[config.mk]
export PLATFORM = sky130hd
export DESIGN_NAME = avalon_csr_bank
export DESIGN_NICKNAME = d
export VERILOG_FILES = /design/src/rtl/avalon_csr_pkg.sv /design/src/rtl/avalon_csr_irq.sv /design/src/rtl/avalon_csr_bank.sv
export SDC_FILE = /design/constraint.sdc
export NUM_CORES = 1
export LEC_CHECK = 0
export ABC_CLOCK_PERIOD_IN_PS = 2600
export CORE_AREA = 2 2 186 188
export DETAILED_ROUTE_END_ITERATION = 10
export DIE_AREA = 0 0 188 190
export PLACE_DENSITY = 0.75
export SLEW_MARGIN = 20
export SYNTH_ARGS = -nofsm -noshare
export SYNTH_HDL_FRONTEND = slang
export SYNTH_SLANG_ARGS = --single-unit
[constraint.sdc]
create_clock -name clk -period 2.6 [get_ports clk]
set_clock_uncertainty 0.15 [all_clocks]
set_input_delay 0.26 -clock clk [delete_from_list [all_inputs] [get_ports clk]]
set_output_delay 0.26 -clock clk [all_outputs]
set_load 0.02 [all_outputs]
[src/rtl/avalon_csr_pkg.sv]
// Shared address-map helpers for the Avalon-MM CSR bank.
// Offsets are derived from the RW/RO register counts of each instance.
package avalon_csr_pkg;

  function automatic int irq_status_ofs(input int n_rw, input int n_ro);
    return n_rw + n_ro;
  endfunction

  function automatic int irq_enable_ofs(input int n_rw, input int n_ro);
    return n_rw + n_ro + 1;
  endfunction

  function automatic int commit_ofs(input int n_rw, input int n_ro);
    return n_rw + n_ro + 2;
  endfunction

  // Byte address to 32-bit word index.
  function automatic int word_idx(input logic [31:0] addr);
    return int'(addr >> 2);
  endfunction

endpackage

[src/rtl/avalon_csr_irq.sv]
// Sticky interrupt block: W1C status, RW enable and registered irq output.
module avalon_csr_irq #(
  parameter int N_IRQ = 8
) (
  input  logic             clk,
  input  logic             rst,
  input  logic [N_IRQ-1:0] irq_event,
  input  logic             status_wr,
  input  logic             enable_wr,
  input  logic [N_IRQ-1:0] wr_data,
  input  logic [N_IRQ-1:0] wr_mask,
  output logic [N_IRQ-1:0] irq_status,
  output logic [N_IRQ-1:0] irq_enable,
  output logic             irq
);

  always_ff @(posedge clk) begin
    if (rst) begin
      irq_status <= '0;
      irq_enable <= '0;
      irq        <= 1'b0;
    end else begin
      // OR-ing the event in after the clear makes a same-cycle set win.
      if (status_wr)
        irq_status <= (irq_status & ~(wr_data & wr_mask)) | irq_event;
      else
        irq_status <= irq_status | irq_event;
      if (enable_wr)
        irq_enable <= (irq_enable & ~wr_mask) | (wr_data & wr_mask);
      irq <= |(irq_status & irq_enable);
    end
  end

endmodule

[src/rtl/avalon_csr_bank.sv]
// Avalon-MM slave CSR bank: byte-enabled RW regs, RO inputs, sticky IRQ block,
// READ_LAT-deep read pipeline. Define CSR_SHADOW_EN for shadowed RW regs + COMMIT.
module avalon_csr_bank
  import avalon_csr_pkg::*;
#(
  parameter int DATA_W   = 32,
  parameter int ADDR_W   = 10,
  parameter int N_RW     = 8,
  parameter int N_RO     = 4,
  parameter int N_IRQ    = 8,
  parameter int READ_LAT = 1
) (
  input  logic                   clk,
  input  logic                   rst,
  input  logic [ADDR_W-1:0]      mm_address,
  input  logic                   mm_write,
  input  logic [DATA_W-1:0]      mm_writedata,
  input  logic [DATA_W/8-1:0]    mm_byteenable,
  input  logic                   mm_read,
  output logic [DATA_W-1:0]      mm_readdata,
  output logic                   mm_readdatavalid,
  output logic                   mm_waitrequest,
  output logic [N_RW*DATA_W-1:0] rw_regs,
  output logic [N_RW-1:0]        rw_wr_strobe,
  input  logic [N_RO*DATA_W-1:0] ro_regs,
  input  logic [N_IRQ-1:0]       irq_event,
  output logic                   irq
);

  localparam int BE_W           = DATA_W / 8;
  localparam int STAGES         = READ_LAT - 1;
  localparam int IRQ_STATUS_OFS = irq_status_ofs(N_RW, N_RO);
  localparam int IRQ_ENABLE_OFS = irq_enable_ofs(N_RW, N_RO);

  int                            widx;
  logic                          wr_any;
  logic [DATA_W-1:0]             wmask;
  logic [N_RW-1:0]               wr_rw;
  logic [N_RW-1:0][DATA_W-1:0]   rw_q;
  logic [N_IRQ-1:0]              irq_status, irq_enable;
  logic [DATA_W-1:0]             rd_data;
  logic [STAGES:0]               vld_pipe;
  logic [STAGES:0][DATA_W-1:0]   dat_pipe;

  assign mm_waitrequest = 1'b0;
  assign widx   = word_idx(32'(mm_address));
  // A write with no byte enabled is a no-op: no update, no strobe.
  assign wr_any = mm_write && (|mm_byteenable);

  for (genvar b = 0; b < BE_W; b++) begin : g_mask
    assign wmask[b*8 +: 8] = {8{mm_byteenable[b]}};
  end

  for (genvar k = 0; k < N_RW; k++) begin : g_wsel
    assign wr_rw[k] = wr_any && (widx == k);
  end

  // rw_q is the software-visible copy: the live regs, or the shadows when enabled.
  always_ff @(posedge clk) begin
    if (rst) begin
      rw_q <= '0;
    end else begin
      for (int k = 0; k < N_RW; k++)
        if (wr_rw[k]) rw_q[k] <= (rw_q[k] & ~wmask) | (mm_writedata & wmask);
    end
  end

`ifdef CSR_SHADOW_EN
  localparam int COMMIT_OFS = commit_ofs(N_RW, N_RO);

  logic                        commit;
  logic [N_RW-1:0][DATA_W-1:0] rw_live;

  assign commit = wr_any && (widx == COMMIT_OFS) && mm_byteenable[0] && mm_writedata[0];

  always_ff @(posedge clk) begin
    if (rst) begin
      rw_live      <= '0;
      rw_wr_strobe <= '0;
    end else begin
      if (commit) rw_live <= rw_q;
      rw_wr_strobe <= {N_RW{commit}};
    end
  end

  assign rw_regs = rw_live;
`else
  always_ff @(posedge clk) begin
    if (rst) rw_wr_strobe <= '0;
    else     rw_wr_strobe <= wr_rw;
  end

  assign rw_regs = rw_q;
`endif

  avalon_csr_irq #(.N_IRQ(N_IRQ)) u_irq (
    .clk        (clk),
    .rst        (rst),
    .irq_event  (irq_event),
    .status_wr  (wr_any && (widx == IRQ_STATUS_OFS)),
    .enable_wr  (wr_any && (widx == IRQ_ENABLE_OFS)),
    .wr_data    (mm_writedata[N_IRQ-1:0]),
    .wr_mask    (wmask[N_IRQ-1:0]),
    .irq_status (irq_status),
    .irq_enable (irq_enable),
    .irq        (irq)
  );

  // Read mux samples current state, so a same-cycle write is not visible.
  always_comb begin
    rd_data = '0;
    for (int k = 0; k < N_RW; k++)
      if (widx == k) rd_data = rw_q[k];
    for (int k = 0; k < N_RO; k++)
      if (widx == N_RW + k) rd_data = ro_regs[k*DATA_W +: DATA_W];
    if (widx == IRQ_STATUS_OFS) rd_data[N_IRQ-1:0] = irq_status;
    if (widx == IRQ_ENABLE_OFS) rd_data[N_IRQ-1:0] = irq_enable;
  end

  // Reset flushes in-flight reads along with everything else.
  always_ff @(posedge clk) begin
    if (rst) begin
      vld_pipe <= '0;
      dat_pipe <= '0;
    end else begin
      vld_pipe[0] <= mm_read;
      dat_pipe[0] <= rd_data;
      for (int i = 1; i <= STAGES; i++) begin
        vld_pipe[i] <= vld_pipe[i-1];
        dat_pipe[i] <= dat_pipe[i-1];
      end
    end
  end

  assign mm_readdatavalid = vld_pipe[STAGES];
  assign mm_readdata      = dat_pipe[STAGES];

endmodule

==> results of run 1 <==
synth_stat cells, types with 2 or more instances:
master     count  area [µm²]
a21o_1         7        52.6
clkbuf_1     112         420
dfxtp_1      314        6290
nand2_1      395        1480
a41oi_1       19         166
nor2b_1       26         163
and2_1         5        31.3
buf_2         29         145
o211ai_1       2        15.0
or3_1         22         138
mux2_2         5        56.3
nor3_1         8        40.0
a21oi_1      272        1360
a211oi_1      40         300
nor4_1         3        18.8
o21bai_1       7        52.6
nor3_4         3        48.8
a311oi_1       4        35.0
buf_6          2        22.5
o2bb2ai_1     18         158
nand3_1      100         500
o311a_1        2        20.0
a21boi_0       2        15.0
clkbuf_2      24         120
inv_1         20        75.1
nor2_1        76         285
o22a_1         2        17.5
mux4_2        27         608
nor3_2         2        20.0
a32o_1        11         110
a31oi_1        3        18.8
o221ai_1       6        52.6
mux2i_1       23         230
a22oi_1       30         225
or2_2          2        12.5
a32oi_1        3        26.3
o31ai_1        3        22.5
o21ai_1       19        95.1
o22ai_1       16         100
a221oi_1       8        70.1
nand2b_1      34         213
o21ai_0      141         706
buf_1          8        30.0
nor2_2         5        31.3
metrics by stage:
stage | instance area, µm² | power (µW) | setup TNS, ns | util, %
finish | 22100 | 11300 | 0 | 65.1
global route | 22100 | 11600 | 0 | 65.1
CTS | 22100 | 11300 | 0 | 65.0
detailed placement | 20800 | 5930 | -28.06 | 61.2
global placement | 20800 | 5920 | -27.64 | 61.2
floorplan | 14700 | 5370 | 0 | -
metal layers:
metal	GRT usage [%]	up-vias	share of wire (%)
met5	0	-	0
met2	57.2	1125	45
met1	49.4	8042	40
met3	7.60	148	11
met4	13.4	0	3.9
li1	-	7617	-
how the worst max path moves through the flow:
| stage | startpoint | end | slack [ns] | depth (start not counted) |
|---|---|---|---|---|
| global placement | mm_address[7] | mm_readdata[9] | -0.51 | 7 |
| finish | mm_address[7] | mm_readdata[15] | 0.15 | 7 |
| floorplan | mm_address[7] | flip-flop | 0.50 | 8 |
| CTS | mm_address[7] | mm_readdata[9] | 0.03 | 7 |
| global route | mm_address[7] | mm_readdata[15] | 0.09 | 7 |
| detailed placement | mm_address[7] | mm_readdata[9] | -0.50 | 7 |
critical path, stage by stage:
cell             delay (ns)
clkdlybuf4s50_1        0.44
or4_2                  0.72
buf_12                 0.20
nor3_2                 0.27
a21boi_0               0.23
o211ai_1               0.19
a221oi_2               0.38
power breakdown:
part	leakage, µW	internal (µW)	switching [µW]
Sequential	0.00253	4830	12.2
Combinational	0.00429	441	576
Clock	0.000631	3400	2090
cell type report:
class	count	area share [%]
Inverter	20	0.339
Sequential cell	314	28.4
Clock buffer	52	4.89
Antenna cell	1	0.0113
Tap cell	455	2.57
Clock inverter	12	0.911
Timing Repair Buffer	633	28.0
Multi-Input combinational cell	1366	34.8
logic make-up after synthesis:
family | synth area share [%]
mux | 6.07
buf+inv | 5.57
simple gates | 20.8
compound gates | 24.9
flops | 42.6
other cells | 0.0254
timing repair:
| item | CTS | global route |
|---|---|---|
| hold endpoints to repair | 24 | 0 |
| hold buffers | 1 | 0 |
| setup endpoints to repair | 0 | 8 |
| gates resized for setup | 0 | 8 |
| buffers inserted | 0 | 0 |
==> results.md, run 1 <==
* Post-Layout Cell Count at 2853
* Via count at 16900
* Hold crit path type: in2reg
* Fin Hold WS at 0.137 ns
* CTS tree: yes
* Number of global-route vias before repair at 16000
* Die X at 188 µm
* CTS buffer count at 36
* Hold Path Cell Cnt at 3
* Hold Vio Cnt, Final at 0
* Starting DRT DRC Count at 2047
* Post-route DRC at 0
* #FFs+latches synth at 314
* Fraction of registers with async set/reset at 0%
* CP Capture Type: flip-flop
* # port buffers at 481
* Maxcap violations at 0
* Placed Cells at 2787
* Core Footprint at 0.0339 mm²
* Tcrit/Tclk final at 94.1%
* Wire per inst at 23.9 µm
* Root buf cell: clkbuf_16
* Die extent in y at 190 µm
* Max-slew headroom at 27.8%
* Reg2reg setup slack at 0.41 ns
* Slew of the pin with the lowest slew margin at 1.08 ns
* # fillers at 2857
* Required time of the critical path at 2.85 ns
* Distinct cell type count after synthesis at 60
* Post-synth EDFFs at 0
* Initial core utilization at 43.4%
* Most common cell after layout, fill and taps aside: clkdlybuf4s50_1
* Minimum clock period at 2.45 ns
* Critical Path Fanout Max at 20
* Vias/cell at 5.93
* DPL Wire Length at 51300 µm
* Setup CP Type: in2reg
* Status: completed
* Die area at 0.0357 mm²
* Final #Nets at 2557
* First-pass GRT wire length at 100000 µm
* Post-synthesis average cell area at 7.86 µm²
* RSZ-0062 raised after global routing: false
* Seq/Total Area, Yosys at 42.6%
* Synthesized area at 0.0147 mm²
* GRT Total Usage at 36.4%
* Area growth from synthesis to layout at 50.0%
* Worst setup margin at 0.153 ns
* Total gr overflow at 0
* Largest net degree at the start of global routing at 102
* Reg area at 0.00629 mm²
* Row cnt at 68
* Setup crit start kind: primary input
* Fmax at 409 MHz
* Pre-CTS setup slack at -0.496 ns
* Mapped Nets at 2062
* Remaining antenna violation count at 0
* # H-tree levels at 2
* Commonest cells after routing, fill and taps aside: clkdlybuf4s50_1 (478), nand2_1 (395), dfxtp_1 (314)
* CTS max path bufs at 3
* Worst R2R End: mm_readdata[17]
* # clock sinks at 314
* Slew Viols, Final at 0
* Ys Warns at 0
* Leak at 0.00746 µW
* Multi-input gate area at 0.00770 mm²
* CP Data Arrival Time at 2.69 ns
* Share of cells above drive strength 1 at 11.4%
* WL final at 68100 µm
* Synthesized netlist cell count at 1876
* I/O pin count at 485
* Worst-skew pair later-pin latency at 0.52 ns
* First-pass iteration count of the detailed router at 6
* Setup-failing EPs final at 0
* Pwr/cell area at 513 mW/mm²
* Hold EP: u_irq.irq_status[4]
* Reg2reg path depth at 6
* Worst-path clk slew at 0.06 ns
* Initial antenna violation count at 1
* VDD IR max at 0.417 mV
* Hold Startpoint: irq_event[4]
* GPL Wtd Cong at 0.973
* Ys flop type: dfxtp_1
Power figures use the tool's default switching activity.
==> inputs of run 2 (changes only) <==
- CAP_MARGIN: default -> 25
- SLEW_MARGIN: 20 -> default
==> results.md, run 2 (synthesis results as in run 1) <==
* Status: completed
* Pwr/cell area at 513 mW/mm²
* Fin Hold WS at 0.137 ns
* Minimum clock period at 2.45 ns
* Share of cells above drive strength 1 at 11.4%
* Reg2reg setup slack at 0.43 ns
* Part of the power in combinational logic at 9.0%
* Clock power frac at 48.4%
* Initial antenna violation count at 1
* Placement Cell Area at 0.0208 mm²
* Tot Pwr at 11400 µW
* Worst R2R End: mm_readdata[17]
* Worst-path cell chain: clkdlybuf4s50_1 > or4_2 > buf_12 > nor3_2 > a21boi_0 > o211ai_1 > a221oi_2
* WL final at 68200 µm
* Die area at 0.0357 mm²
* Worst Path Buf+Inv at 2
* Via count at 16800
* GPL Wtd Cong at 0.973
* Highest routed layer: met4
* Slew Viols, Final at 0
* Net Sw Frac at 23.6%
* Net switching power at 2680 µW
* Worst setup margin at 0.154 ns
* CP Data Arrival Time at 2.69 ns
* Wire per inst at 23.9 µm
* Critical Path Fanout Max at 20
* Maxcap violations at 0
* Required time of the critical path at 2.85 ns
* Row cnt at 68
* Crit. path cell count at 7
* Post-Layout Cell Count at 2854
* First-pass iteration count of the detailed router at 5
* DPL Wire Length at 51300 µm
* GRT Total Usage at 36.4%
* Hold Path Cell Cnt at 3
* Met2 WL post-DR at 30600 µm
* Slowest Stage Delay on Critical Path at 0.71 ns
* Pre-CTS setup slack at -0.496 ns
* CP top delay family: simple AND/OR/NAND/NOR gates
* Largest net degree at the start of global routing at 102
* CTS max path bufs at 3
* Worst-path clk slew at 0.06 ns
* Number of global-route vias before repair at 16000
* I/O pin count at 485
* Starting DRT DRC Count at 2006
* CP Capture Type: flip-flop
* Leak at 0.00747 µW
* # clock sinks at 314
* Root buf cell: clkbuf_16
* # port buffers at 481
* Reg2reg path depth at 6
* Fmax at 409 MHz
* Worst-skew pair later-pin latency at 0.52 ns
* Placed Cells at 2787
* # fillers at 2855
* Slew of the pin with the lowest slew margin at 0.857 ns
* CTS buffer count at 36
* Die X at 188 µm
* Area growth from synthesis to layout at 50.2%
* Slowest cell on crit path: or4_2
* Setup-failing EPs final at 0
* Critical Path Start: mm_address[7]
* Hold Startpoint: irq_event[4]
* Setup crit start kind: primary input
* Internal Power at 8670 µW
* Final #Nets at 2558
* CTS tree: yes
* Initial core utilization at 43.4%
* Most common cell after layout, fill and taps aside: clkdlybuf4s50_1
* Max-slew headroom at 42.9%
* Flop pwr share at 42.6%
* # H-tree levels at 2
* Hold Vio Cnt, Final at 0
* Total gr overflow at 0
* Tcrit/Tclk final at 94.1%
* Hold crit path type: in2reg
* Setup CP Type: in2reg
* Hold EP: u_irq.irq_status[4]
* RSZ-0062 raised after global routing: false
* Post-route DRC at 0
* Remaining antenna violation count at 0
* Routed wl met3 at 7220 µm
* M1 WL at 27700 µm
* Commonest cells after routing, fill and taps aside: clkdlybuf4s50_1 (478), nand2_1 (395), dfxtp_1 (314)
* Die extent in y at 190 µm
* Vias/cell at 5.90
* First-pass GRT wire length at 100000 µm
* VDD IR max at 0.411 mV
* Core Footprint at 0.0339 mm²
* Fin area at 0.0221 mm²
-- run 2: cell types whose count changed in the layout (fill, tap and decap cells not counted), sizes merged --
cell,change
buf,+1
-- run 2: worst register-to-register path: cells and delay by family (launching register included) --
family                 cells  cell delay (ns)
DFF                        1             0.43
buffers and inverters      1             0.17
AOI/OAI and AO/OA          4             0.87
and+or+nand+nor            1             0.46
-- run 2: worst max path at each step --
stage          slack, ns               to
4_1_cts             0.03   mm_readdata[9]
2_1_floorplan       0.50        flip-flop
6_report            0.15  mm_readdata[15]
3_3_place_gp       -0.51   mm_readdata[9]
3_5_place_dp       -0.50   mm_readdata[9]
5_1_grt             0.09  mm_readdata[15]
-- run 2: metal layers --
metal / vias up / GRT usage, %
met5: - / 0
met3: 154 / 7.60
met4: 0 / 13.4
li1: 7617 / -
met1: 7982 / 49.4
met2: 1078 / 57.2
-- run 2: what timing repair did --
action                     CTS  global route
hold buffers                 1             0
setup endpoints to repair    0             8
resized for setup            0             8
setup buffers                0             0
hold endpoints to repair    24             0
-- run 2: area by class of cell --
| class | instances | area [µm²] | area share (%) |
|---|---|---|---|
| clock inverters | 12 | 201 | 0.910 |
| diodes | 1 | 2.50 | 0.0113 |
| repair buffers | 634 | 6220 | 28.1 |
| well taps | 455 | 569 | 2.57 |
| flip-flops and latches | 314 | 6290 | 28.4 |
| inverters | 20 | 75.1 | 0.339 |
| clock buffers | 52 | 1080 | 4.89 |
| multi-input cells | 1366 | 7700 | 34.8 |
-- run 2: through the flow --
step | util (%) | TNS (ns)
2_1_floorplan | - | 0
3_3_place_gp | 61.2 | -27.64
3_5_place_dp | 61.2 | -28.06
4_1_cts | 65.0 | 0
5_1_grt | 65.2 | 0
6_report | 65.2 | 0
-- run 2: power by group through the flow --
stage	sequential, µW	combinational, µW	clock (µW)
2_1_floorplan	4950	422	0
3_3_place_gp	4950	977	0
3_5_place_dp	4950	985	0
4_1_cts	4840	992	5520
5_1_grt	4840	1070	5720
6_report	4840	1020	5490
